File: src/rtl/kb_event_fifo_pkg.sv
// Shared definitions for the PS/2 keyboard event path: scan-code constants,
// parser state encodings, event field layout and small helpers.
package kb_event_fifo_pkg;

  // Prefix bytes
  localparam logic [7:0] SC_EXT       = 8'hE0;
  localparam logic [7:0] SC_BRK       = 8'hF0;

  // Status / error bytes that never become key events
  localparam logic [7:0] SC_BAT       = 8'hAA;
  localparam logic [7:0] SC_ACK       = 8'hFA;
  localparam logic [7:0] SC_RESEND    = 8'hFE;
  localparam logic [7:0] SC_ERR0      = 8'h00;
  localparam logic [7:0] SC_ERR1      = 8'hFF;
  localparam logic [7:0] SC_ECHO_FAIL = 8'hFC;

  // Parser states, kept as plain constants for legacy tools
  localparam logic [1:0] ST_IDLE   = 2'd0;
  localparam logic [1:0] ST_EXT    = 2'd1;
  localparam logic [1:0] ST_BRK    = 2'd2;
  localparam logic [1:0] ST_EXTBRK = 2'd3;

  // Event word layout: {brk, ext, code[7:0]}
  localparam int EV_W       = 10;
  localparam int EV_BRK_BIT = 9;
  localparam int EV_EXT_BIT = 8;

  // Bytes that abort any pending prefix and are never queued
  function automatic logic is_filtered(input logic [7:0] b);
    return (b == SC_ERR0) || (b == SC_BAT) || (b == SC_ACK) ||
           (b == SC_ECHO_FAIL) || (b == SC_RESEND) || (b == SC_ERR1);
  endfunction

  // Pack an event word
  function automatic logic [EV_W-1:0] make_event(input logic brk, input logic ext,
                                                 input logic [7:0] code);
    return {brk, ext, code};
  endfunction

endpackage

File: src/rtl/kb_event_fifo_sync_fifo.sv
// Synchronous FIFO with registered write and head-of-queue read port.
// No fall-through: a push into an empty FIFO becomes visible one cycle later.
module sync_fifo #(
  parameter int WIDTH = 10,
  parameter int DEPTH = 16
) (
  input  logic                     clk,
  input  logic                     rst_n,
  input  logic                     push,
  input  logic [WIDTH-1:0]         push_data,
  input  logic                     pop,
  output logic [WIDTH-1:0]         rd_data,
  output logic [$clog2(DEPTH):0]   level,
  output logic                     full,
  output logic                     empty
);

  localparam int PW = $clog2(DEPTH);
  localparam int LW = $clog2(DEPTH) + 1;
  localparam logic [LW-1:0] FULL_LVL = LW'(DEPTH);

  logic [WIDTH-1:0] mem_q [DEPTH];
  logic [WIDTH-1:0] mem_d [DEPTH];
  logic [PW-1:0]    wr_ptr_q, wr_ptr_d;
  logic [PW-1:0]    rd_ptr_q, rd_ptr_d;
  logic [LW-1:0]    level_q, level_d;
  logic             do_push;
  logic             do_pop;

  assign full    = (level_q == FULL_LVL);
  assign empty   = (level_q == '0);
  assign level   = level_q;
  assign rd_data = empty ? '0 : mem_q[rd_ptr_q];

  // A pop needs data; a push into a full FIFO only succeeds alongside a pop
  assign do_pop  = pop & ~empty;
  assign do_push = push & (~full | do_pop);

  // Next-state for storage, pointers (wrap modulo DEPTH) and occupancy
  always_comb begin
    mem_d    = mem_q;
    wr_ptr_d = wr_ptr_q;
    rd_ptr_d = rd_ptr_q;
    level_d  = level_q;
    if (do_push) begin
      mem_d[wr_ptr_q] = push_data;
      wr_ptr_d        = wr_ptr_q + PW'(1);
    end
    if (do_pop) begin
      rd_ptr_d = rd_ptr_q + PW'(1);
    end
    case ({do_push, do_pop})
      2'b10:   level_d = level_q + LW'(1);
      2'b01:   level_d = level_q - LW'(1);
      default: level_d = level_q;
    endcase
  end

  // State registers, fully cleared on reset so a reset also flushes queued events
  always_ff @(posedge clk or negedge rst_n) begin
    if (!rst_n) begin
      for (int i = 0; i < DEPTH; i++) mem_q[i] <= '0;
      wr_ptr_q <= '0;
      rd_ptr_q <= '0;
      level_q  <= '0;
    end else begin
      mem_q    <= mem_d;
      wr_ptr_q <= wr_ptr_d;
      rd_ptr_q <= rd_ptr_d;
      level_q  <= level_d;
    end
  end

endmodule

File: src/rtl/kb_event_fifo.sv
// PS/2 keyboard event front end in the system clock domain: synchronises the
// byte toggle, parses E0/F0 prefixes into {brk, ext, code} events and queues
// them for the consumer with a sticky overflow flag.
module kb_event_fifo
  import kb_event_fifo_pkg::*;
#(
  parameter int DEPTH      = 16,
  parameter int EMIT_BREAK = 1
) (
  input  logic                   CLK,
  input  logic                   RST_N,
  input  logic [7:0]             key_code,
  input  logic                   key_tgl,
  output logic [9:0]             ev_data,
  output logic                   ev_valid,
  input  logic                   ev_ready,
  output logic                   ovf,
  input  logic                   ovf_clr,
  output logic [$clog2(DEPTH):0] level
);

  localparam logic EMIT_EN = (EMIT_BREAK != 0);

  // Toggle synchroniser; s1 is the metastability catcher
  logic s1_q, s1_d;
  logic s2_q, s2_d;
  logic s3_q, s3_d;
  logic strobe;

  // Captured byte, one cycle after the strobe
  logic [7:0] byte_q, byte_d;
  logic       byte_vld_q, byte_vld_d;

  // Parser state and registered push request toward the FIFO
  logic [1:0]      state_q, state_d;
  logic            push_q, push_d;
  logic [EV_W-1:0] push_data_q, push_data_d;

  // Overflow flag and FIFO handshake
  logic ovf_q, ovf_d;
  logic fifo_full;
  logic fifo_empty;
  logic fifo_push;
  logic pop;
  logic drop;

  assign strobe    = s2_q ^ s3_q;
  assign ev_valid  = ~fifo_empty;
  assign pop       = ev_valid & ev_ready;
  assign drop      = push_q & fifo_full & ~pop;
  assign fifo_push = push_q & ~drop;
  assign ovf       = ovf_q;

  // Synchroniser shift and byte capture on each detected toggle edge
  always_comb begin
    s1_d       = key_tgl;
    s2_d       = s1_q;
    s3_d       = s2_q;
    byte_vld_d = strobe;
    byte_d     = strobe ? key_code : byte_q;
  end

  // Prefix parser: one byte per strobe, holds state otherwise
  always_comb begin
    state_d     = state_q;
    push_d      = 1'b0;
    push_data_d = push_data_q;
    if (byte_vld_q) begin
      if (is_filtered(byte_q)) begin
        state_d = ST_IDLE;
      end else begin
        case (state_q)
          ST_IDLE: begin
            if (byte_q == SC_EXT) begin
              state_d = ST_EXT;
            end else if (byte_q == SC_BRK) begin
              state_d = ST_BRK;
            end else begin
              push_d      = 1'b1;
              push_data_d = make_event(1'b0, 1'b0, byte_q);
              state_d     = ST_IDLE;
            end
          end
          ST_EXT: begin
            if (byte_q == SC_BRK) begin
              state_d = ST_EXTBRK;
            end else if (byte_q == SC_EXT) begin
              state_d = ST_EXT;
            end else begin
              push_d      = 1'b1;
              push_data_d = make_event(1'b0, 1'b1, byte_q);
              state_d     = ST_IDLE;
            end
          end
          ST_BRK: begin
            if (byte_q == SC_BRK) begin
              state_d = ST_BRK;
            end else if (byte_q == SC_EXT) begin
              state_d = ST_EXTBRK;
            end else begin
              push_d      = EMIT_EN;
              push_data_d = make_event(1'b1, 1'b0, byte_q);
              state_d     = ST_IDLE;
            end
          end
          ST_EXTBRK: begin
            if ((byte_q == SC_BRK) || (byte_q == SC_EXT)) begin
              state_d = ST_EXTBRK;
            end else begin
              push_d      = EMIT_EN;
              push_data_d = make_event(1'b1, 1'b1, byte_q);
              state_d     = ST_IDLE;
            end
          end
          default: state_d = ST_IDLE;
        endcase
      end
    end
  end

  // Sticky overflow: a drop in the same cycle as a clear keeps the flag set
  always_comb begin
    ovf_d = ovf_q;
    if (drop) begin
      ovf_d = 1'b1;
    end else if (ovf_clr) begin
      ovf_d = 1'b0;
    end
  end

  // Control and pipeline registers; reset drops any partial prefix
  always_ff @(posedge CLK or negedge RST_N) begin
    if (!RST_N) begin
      s1_q        <= 1'b0;
      s2_q        <= 1'b0;
      s3_q        <= 1'b0;
      byte_q      <= '0;
      byte_vld_q  <= 1'b0;
      state_q     <= ST_IDLE;
      push_q      <= 1'b0;
      push_data_q <= '0;
      ovf_q       <= 1'b0;
    end else begin
      s1_q        <= s1_d;
      s2_q        <= s2_d;
      s3_q        <= s3_d;
      byte_q      <= byte_d;
      byte_vld_q  <= byte_vld_d;
      state_q     <= state_d;
      push_q      <= push_d;
      push_data_q <= push_data_d;
      ovf_q       <= ovf_d;
    end
  end

  sync_fifo #(
    .WIDTH (EV_W),
    .DEPTH (DEPTH)
  ) u_fifo (
    .clk       (CLK),
    .rst_n     (RST_N),
    .push      (fifo_push),
    .push_data (push_data_q),
    .pop       (pop),
    .rd_data   (ev_data),
    .level     (level),
    .full      (fifo_full),
    .empty     (fifo_empty)
  );

endmodule

File: config.mk
export PLATFORM = sky130hd
export DESIGN_NAME = kb_event_fifo
export DESIGN_NICKNAME = d
export VERILOG_FILES = /design/src/rtl/kb_event_fifo_pkg.sv /design/src/rtl/kb_event_fifo_sync_fifo.sv /design/src/rtl/kb_event_fifo.sv
export SDC_FILE = /design/constraint.sdc
export NUM_CORES = 1
export LEC_CHECK = 0
export BUFFER_PORTS_ARGS = -buffer_cell sky130_fd_sc_hd__buf_2
export CORE_ASPECT_RATIO = 1.75
export CORE_MARGIN = 8
export CORE_UTILIZATION = 55
export CTS_BUF_LIST = sky130_fd_sc_hd__clkbuf_4 sky130_fd_sc_hd__clkbuf_8
export DETAILED_ROUTE_END_ITERATION = 10
export MAX_ROUTING_LAYER = met4
export PLACE_DENSITY = 0.85
export SYNTH_ARGS = -nofsm -noshare
export SYNTH_HDL_FRONTEND = slang
export SYNTH_SLANG_ARGS = --single-unit
File: constraint.sdc
create_clock -name CLK -period 2.4 [get_ports CLK]
set_clock_uncertainty 0.15 [all_clocks]
set_input_delay 0.24 -clock CLK [delete_from_list [all_inputs] [get_ports CLK]]
set_output_delay 0.24 -clock CLK [all_outputs]
set_load 0.01 [all_outputs]
==> metrics.txt, run 1 <==
Pre-antenna DRT Iters=4; sum of negative setup slack=-1.63 ns; Synth Instances=599; outcome=finished with violations; grt total ovfl=0; post-synthesis register bit count=199; crit end category=primary output; Starting Density=56.0%; # fillers=1121; Routed Antenna Nets=0; most frequent cells in the layout=dfrtp_1, mux2_2, mux4_2; WS Path Type=reg -> out; Residual DRC=0; register area share after synthesis=54.1%; ys flop type=dfrtp_1; site row count=62; fraction of layout cells with a size suffix above 1=52.7%; vias in the first global route=6148; Antenna diodes=0; syn nets=625; GRT Total Usage=20.7%; Layout Utilization=64.5%; Placed Cells=844; CP max FO=11; Final nets=685; total CTS buffers=17; Crit path required time=2.01 ns; fin. max-slew vios=0; Yosys cell types=42; TritonCTS clock tree=built; fin cells=896; Worst Path Arrival=2.29 ns; height of the die=187 µm; fin crit share=112%; Post-Route WL=20300 µm; die footprint=21300 µm²; Slowest Stage Delay on Critical Path=0.52 ns; Slew @ Worst Pin=0.687 ns; worst path buffer plus inverter count=3; I/O pins=30; commonest non-fill, non-tap cell in the layout=dfrtp_1; final weighted congestion in routability-driven placement=0.883; core area=16400 µm²; Post-Syn Area=9210 µm²; CTS root buf=clkbuf_8; Setup WS post-layout=-0.281 ns; Pwr Density=1270 nW/µm²; number of synthesized flops with an enable pin=0; IR drop worst, VDD=0.713 mV; synth-to-layout area growth=15.2%; CP max-delay cell=mux4_2; Die W=114 µm; worst min-delay path class=in -> reg; total of max-cap violations=0; Final Hold Viols=0; CTS max path bufs=2; clk_lat worst skew=0.46 ns; Vias=5400; syn avg cell area=15.4 µm²; startpoint class of the critical path=register; initial antenna violation count=0; Clk pin slew, worst setup/hold paths=0.10 ns; Cell Chain, Critical Path=buf_12, buf_12, mux4_2, mux2i_2, o22ai_2, buf_2; fmax=373 MHz; min cycle time layout=2.68 ns; Worst path most repeated cell=buf_12; failing checks=negative setup slack; RSZ-0062 raised after global routing=true; Vias/cell=6.03; Slew headroom=54.2%; H-Tree Depth=4; leak pwr=0.00469 µW; clock sinks=199; first-pass GRT wire length=33200 µm; Syn. warnings=0; drt first-iter violations=320; WL per Instance=22.6 µm; Crit path max-delay family=multiplexers; post-place setup slack=-0.0705 ns; dpl hpwl=13200 µm; largest net degree at the start of global routing=75; Buffers on Ports=29; Async SR Flop Fraction=100%; setup violation total in the final timing report=12
-- synth_stat cells, drive strengths merged, types with 4 or more instances --
library cell    n  area [µm²]
dfrtp         199        4980
mux2          179        2020
mux4           40         901
mux2i          21         210
clkbuf         18        67.6
buf            15        72.6
ha             13         163
nor2           12        55.1
nand3          11        70.1
o22ai          11        68.8
inv             9        33.8
o21ai           9        45.0
nand2           7        28.8
xnor2           7        61.3
xor2            7        61.3
nand4           6        97.6
a21oi           4        20.0
nor2b           4        25.0
nor3            4        31.3
-- cell families (layout without fill, tap and decap cells) --
logic type	count (synthesis)	in the layout	share of synthesized area, %
AO/OA/AOI/OAI	35	35	2.59
XOR/XNOR	14	14	1.33
adder cells (fa/ha/maj)	13	13	1.77
buffers and inverters	42	115	1.89
flip-flops	199	199	54.1
multiplexers	240	240	33.9
AND/OR/NAND/NOR	56	56	4.43
-- layout make-up --
type	count	area [µm²]	area share (%)
Inverter	9	33.8	0.318
Tap cell	224	280	2.64
Clock buffer	17	234	2.20
Clock inverter	15	231	2.18
Multi-Input combinational cell	358	4160	39.2
Sequential cell	199	4980	47.0
Timing Repair Buffer	74	688	6.48
-- what timing repair did --
action,4_1_cts,5_1_grt
cloned,3,0
buffers inserted,6,1
endpoints found under the setup margin,12,13
pin swaps,7,7
resized for setup,11,17
hold buffers,11,0
hold endpoints to repair,81,0
-- flip-flops by register name, indices dropped and copies added (netlist names) --
signal	cells
state_q	2
u_fifo.rd_ptr_q	4
s1_q	1
s3_q	1
u_fifo.wr_ptr_q	4
u_fifo.mem_q	160
push_data_q	10
byte_q	8
s2_q	1
byte_vld_q	1
push_q	1
ovf	1
u_fifo.level	5
-- tightest hold or removal path, delay by kind of cell --
family          cells  cell delay [ns]
compound gates      1             0.08
buf+inv             1             0.09
simple gates        2             0.18
-- power by group --
group	total, µW	leakage (µW)	internal [µW]	switching, µW
clock	2400	0.000228	1100	1290
combinational	5610	0.00195	3090	2530
sequential	5440	0.00251	4550	897
total	13500	0.00469	8730	4720
-- worst paths after layout --
kind	start	end	slack [ns]	depth (start not counted)
min in group asynchronous	RST_N	u_fifo.mem_q[113]	0.20	2
worst min register to register	s1_q	s2_q	0.23	0
worst max register to register	u_fifo.level[2]	u_fifo.level[2]	-0.01	10
worst min-delay path	ev_ready	ovf	0.03	4
max in group asynchronous	RST_N	u_fifo.level[2]	1.20	3
worst max-delay path	u_fifo.rd_ptr_q[0]	ev_data[6]	-0.28	6
-- metal layers --
metal | routed length, µm | up-vias | GRT usage (%)
met4 | 643 | 0 | 9.89
li1 | - | 2353 | -
met3 | 711 | 51 | 3.27
met1 | 7290 | 2851 | 21.8
met2 | 11600 | 145 | 36.8
met5 | 0 | - | -
-- metrics by stage --
| stage | instance area [µm²] | total power, µW | hold WS [ns] |
|---|---|---|---|
| finish | 10600 | 13500 | 0.0290 |
| global route | 10600 | 14100 | 0.0431 |
| CTS | 10600 | 13300 | 0.00237 |
| detailed placement | 9800 | 10500 | 0.154 |
| global placement | 9800 | 10100 | 0.139 |
| floorplan | 9240 | 8860 | -0.206 |
Power figures use the tool's default switching activity.
==> run 2: changes to the inputs <==
- MAX_ROUTING_LAYER: met4 -> not set
- SLEW_MARGIN: not set -> 40
==> metrics.txt, run 2 (same netlist as run 1, synthesis figures left out) <==
fmax=370 MHz (-0.77%); WS Path Type=reg -> out; placed cell area=9800 µm² (unchanged); Worst path most repeated cell=buf_12; Antenna diodes=0 (unchanged); drt first-iter violations=290 (-9.4%); final weighted congestion in routability-driven placement=0.869 (-1.6%); RSZ-0062 raised after global routing=true; Final nets=685 (unchanged); Clk pin slew, worst setup/hold paths=0.10 ns (about the same); fin. max-slew vios=0 (unchanged); fraction of layout cells with a size suffix above 1=52.7% (unchanged); total CTS buffers=17 (unchanged); Residual DRC=0 (unchanged); startpoint class of the critical path=register; most flop-heavy register=u_fifo.mem_q; site row count=62 (unchanged); dpl hpwl=13200 µm (unchanged); Cell Chain, Critical Path=buf_12, buf_12, mux4_2, mux2i_2, o22ai_2, buf_2; H-Tree Depth=4 (unchanged); Slew @ Worst Pin=0.694 ns (+0.00735 ns); Vias=5416 (+0.30%); Slew headroom=53.7% (-0.49 points); Pwr Density=1270 nW/µm² (about the same); commonest non-fill, non-tap cell in the layout=dfrtp_1; setup violation total in the final timing report=12 (unchanged); first-pass GRT wire length=33200 µm (about the same); clock sinks=199 (unchanged); height of the die=187 µm (unchanged); crit end category=primary output; outcome=finished with violations; vias in the first global route=6135 (-0.21%); fin crit share=113% (+0.87 points); CTS root buf=clkbuf_8; worst min-delay path class=in -> reg; min cycle time layout=2.70 ns (+0.0208 ns); total of max-cap violations=0 (unchanged); Starting Density=56.0% (unchanged); failing checks=negative setup slack; largest net degree at the start of global routing=75 (unchanged); Setup WS post-layout=-0.302 ns (-0.0208 ns); synth-to-layout area growth=15.2% (unchanged); Routed Antenna Nets=0 (unchanged); Crit path required time=2.01 ns (about the same); GRT Total Usage=20.2% (-0.52 points); max FFs per register=160 (unchanged); grt total ovfl=0 (unchanged); Die W=114 µm (unchanged); clk_lat worst skew=0.46 ns (about the same); CTS max path bufs=2 (unchanged); WL per Instance=22.7 µm (+0.23%); post-place setup slack=-0.0705 ns (unchanged); initial antenna violation count=0 (unchanged); CP max-delay cell=mux4_2; Worst Path Arrival=2.31 ns (+0.02 ns); Post-Route WL=20300 µm (+0.23%); I/O pins=30 (unchanged); leak pwr=0.00469 µW (unchanged); IR drop worst, VDD=0.714 mV (about the same); Vias/cell=6.04 (+0.30%); Top Registers=u_fifo.mem_q (160), push_data_q (10), byte_q (8); core area=16400 µm² (unchanged); final instance area=10600 µm² (unchanged); Final Hold Viols=0 (unchanged); most frequent cells in the layout=dfrtp_1, mux2_2, mux4_2; die footprint=21300 µm² (unchanged); TritonCTS clock tree=built; Pre-antenna DRT Iters=5 (+1); Buffers on Ports=29 (unchanged); CP max FO=11 (unchanged); Slowest Stage Delay on Critical Path=0.52 ns (about the same)
-- run 2: cell type report --
type / count / area [µm²]
clock inverters: 15 / 231
inverters: 9 / 33.8
flip-flops and latches: 199 / 4980
well taps: 224 / 280
fillers: 1121 / 5830
repair buffers: 74 / 688
multi-input cells: 358 / 4160
clock buffers: 17 / 234
-- run 2: metal layers --
layer  vias up  GRT usage (%)  wire length [µm]
li1       2351              -                 -
met1      2854           21.8              7370
met2       157           36.5             11500
met3        54           3.78               736
met4         0           10.2               749
met5         -              0                 0
-- run 2: timing repair --
action	in CTS	in global routing
gates cloned	3	0
endpoints found under the setup margin	12	13
resized for setup	11	17
hold buffers	11	0
endpoints found under the hold margin	81	0
pin swaps	7	7
buffers inserted	6	1
-- run 2: critical path: cells and delay by family (launching register included) --
| kind | cells | cell delay, ns |
|---|---|---|
| mux | 2 | 0.81 |
| flops | 1 | 0.40 |
| buf+inv | 3 | 0.46 |
| compound gates | 1 | 0.16 |
-- run 2: worst paths after layout --
kind                                    end               start  cells past startpoint  slack, ns
setup reg to reg            u_fifo.level[2]     u_fifo.level[2]                     10      -0.02
max in group asynchronous   u_fifo.level[2]               RST_N                      3       1.20
hold / removal                          ovf            ev_ready                      4       0.02
hold reg to reg                        s2_q                s1_q                      0       0.23
min in group asynchronous  u_fifo.mem_q[97]               RST_N                      2       0.18
setup / recovery                 ev_data[6]  u_fifo.rd_ptr_q[0]                      6      -0.30
-- run 2: through the flow --
step	utilization (%)	total power, µW	hold WS (ns)	std cells	setup TNS [ns]
after floorplan	-	8860	-0.206	599	-0.181
after global placement	59.6	10100	0.139	844	0
after detailed placement	59.6	10500	0.154	844	-0.0705
after CTS	64.2	13300	0.00237	896	-1.67
after global routing	64.5	14100	0.0349	896	-2.62
final	64.5	13500	0.0241	896	-1.68
-- run 2: power breakdown --
group          internal, µW  leakage [µW]  switching [µW]
clock network          1100      0.000228            1300
registers              4550       0.00251             891
logic                  3090       0.00195            2530
total                  8730       0.00469            4720
==> run 3: changes to the inputs <==
- BUFFER_PORTS_ARGS: -buffer_cell sky130_fd_sc_hd__buf_2 -> not set
- DONT_BUFFER_PORTS: not set -> 1
- PLACE_DENSITY: 0.85 -> 0.8
==> metrics.txt, run 3 (same netlist as run 1, synthesis figures left out) <==
fraction of layout cells with a size suffix above 1=51.2% (-1.4 points); most flop-heavy register=u_fifo.mem_q; CTS max path bufs=2 (unchanged); min cycle time layout=2.43 ns (-0.272 ns); setup violation total in the final timing report=6 (-6); Clock power frac=17.1% (-0.7 points); Pre-antenna DRT Iters=4 (-1); Final nets=653 (-4.7%); Post-Route WL=19200 µm (-5.3%); placed cell area=9610 µm² (-1.9%); outcome=finished with violations; Seq pwr share=42.4% (+2.0 points); Residual DRC=0 (unchanged); Clk pin slew, worst setup/hold paths=0.11 ns (about the same); WL per Instance=22.3 µm (-1.8%); CTS root buf=clkbuf_8; grt total ovfl=0 (unchanged); Buffers on Ports=0 (-100%); Pwr Density=1230 nW/µm² (-2.7%); Top Registers=u_fifo.mem_q (160), push_data_q (10), byte_q (8); post-place setup slack=0.105 ns (+0.176 ns); Vias=5249 (-3.1%); Slowest Stage Delay on Critical Path=0.51 ns (about the same); I/O pins=30 (unchanged); first-pass GRT wire length=31800 µm (-4.3%); TritonCTS clock tree=built; Worst Path Arrival=2.04 ns (-0.27 ns); Starting Density=56.0% (unchanged); max FFs per register=160 (unchanged); fin crit share=101% (-11 points); Layout Utilization=62.8% (-1.7 points); Routed Antenna Nets=0 (unchanged); FF+latch area=4980 µm² (about the same); fmax=412 MHz (+11%); fin. max-slew vios=0 (unchanged); CP max-delay cell=mux4_2; Cell Chain, Critical Path=buf_12, buf_12, mux4_2, mux2i_2, o22ai_2; WS Path Type=reg -> out; Net Switching=4460 µW (-5.4%); total CTS buffers=17 (unchanged); Slew @ Worst Pin=0.737 ns (+0.0426 ns); # fillers=1171 (+4.5%); dpl hpwl=12700 µm (-3.7%); largest net degree at the start of global routing=200 (+170%); total of max-cap violations=0 (unchanged); Vias/cell=6.08 (+0.51%); core area=16400 µm² (unchanged); final instance area=10300 µm² (-2.6%); Multi-input gate area=4210 µm² (+1.1%); Comb power frac=40.5% (-1.2 points); clock sinks=199 (unchanged); height of the die=187 µm (unchanged); final weighted congestion in routability-driven placement=0.833 (-4.2%); GRT Total Usage=19.4% (-0.79 points); vias in the first global route=5905 (-3.7%); startpoint class of the critical path=register; CP max FO=8 (-3); most frequent cells in the layout=dfrtp_1, mux2_2, mux4_2; RSZ-0062 raised after global routing=true; die footprint=21300 µm² (unchanged); IR drop worst, VDD=0.655 mV (-8.3%); crit end category=primary output; failing checks=negative hold slack, negative setup slack; Worst path most repeated cell=buf_12; Final Hold Viols=199 (+199); H-Tree Depth=4 (unchanged); commonest non-fill, non-tap cell in the layout=dfrtp_1; Crit path required time=2.01 ns (about the same); post-cts hold buffer count=11 (unchanged); r2r setup slk=0.09 ns (+0.11 ns); worst min-delay path class=in -> async; Slew headroom=50.7% (-3.0 points); drt first-iter violations=272 (-6.2%); clk_lat worst skew=0.46 ns (about the same); sw frac=35.0% (-0.067 points); Antenna diodes=0 (unchanged); initial antenna violation count=0 (unchanged); Die W=114 µm (unchanged); internal power=8280 µW (-5.2%); hold_ws=-0.675 ns (-0.699 ns); leak pwr=0.00451 µW (-3.8%); synth-to-layout area growth=12.2%; Setup WS post-layout=-0.0300 ns (+0.272 ns); site row count=62 (unchanged)
-- run 3: worst paths after layout --
path                       depth (start not counted)                 end                from
setup / recovery                                   5          ev_data[1]  u_fifo.rd_ptr_q[0]
hold / removal                                     0   u_fifo.mem_q[149]               RST_N
setup reg to reg                                   6    u_fifo.mem_q[86]     u_fifo.level[4]
hold reg to reg                                    0                s2_q                s1_q
max in group asynchronous                          0    u_fifo.mem_q[16]               RST_N
min in group CLK                                   3  u_fifo.rd_ptr_q[0]            ev_ready
-- run 3: power groups by stage --
stage | sequential [µW] | clock (µW) | combinational [µW]
floorplan | 5130 | 0 | 3740
global placement | 5330 | 0 | 4550
detailed placement | 5480 | 0 | 4740
CTS | 5380 | 2240 | 5110
global route | 5540 | 2370 | 5520
finish | 5400 | 2180 | 5160
-- run 3: area by class of cell --
cell class	count	share of cell area (%)
Inverter	9	0.327
Timing Repair Buffer	42	4.03
Clock inverter	15	1.71
Multi-Input combinational cell	358	40.7
Tap cell	224	2.71
Sequential cell	199	48.2
Clock buffer	17	2.26
-- run 3: worst max-delay path, delay by kind of cell, from the launching register on --
family / cells / cell delay, ns
multiplexers: 2 / 0.73
flip-flops: 1 / 0.42
buffers and inverters: 2 / 0.28
AO/OA/AOI/OAI: 1 / 0.15
-- run 3: repair_timing --
action | in CTS | in global routing
buffers inserted | 3 | 1
gates resized for setup | 21 | 12
setup endpoints to repair | 10 | 13
endpoints found under the hold margin | 209 | 199
pin swaps | 4 | 7
-- run 3: through the flow --
| stage | cells | total power (µW) | setup TNS (ns) |
|---|---|---|---|
| finish | 864 | 12700 | -0.133 |
| global route | 864 | 13400 | -1.10 |
| CTS | 863 | 12700 | -0.611 |
| detailed placement | 817 | 10200 | 0 |
| global placement | 817 | 9880 | 0 |
| floorplan | 599 | 8860 | -0.181 |
-- run 3: per-layer routing --
metal	track usage [%]	vias up	share of wire [%]
met5	0	-	0
met4	8.60	0	3.1
met3	3.72	38	2.6
met2	34.1	105	55
met1	22.3	2818	39
li1	-	2288	-
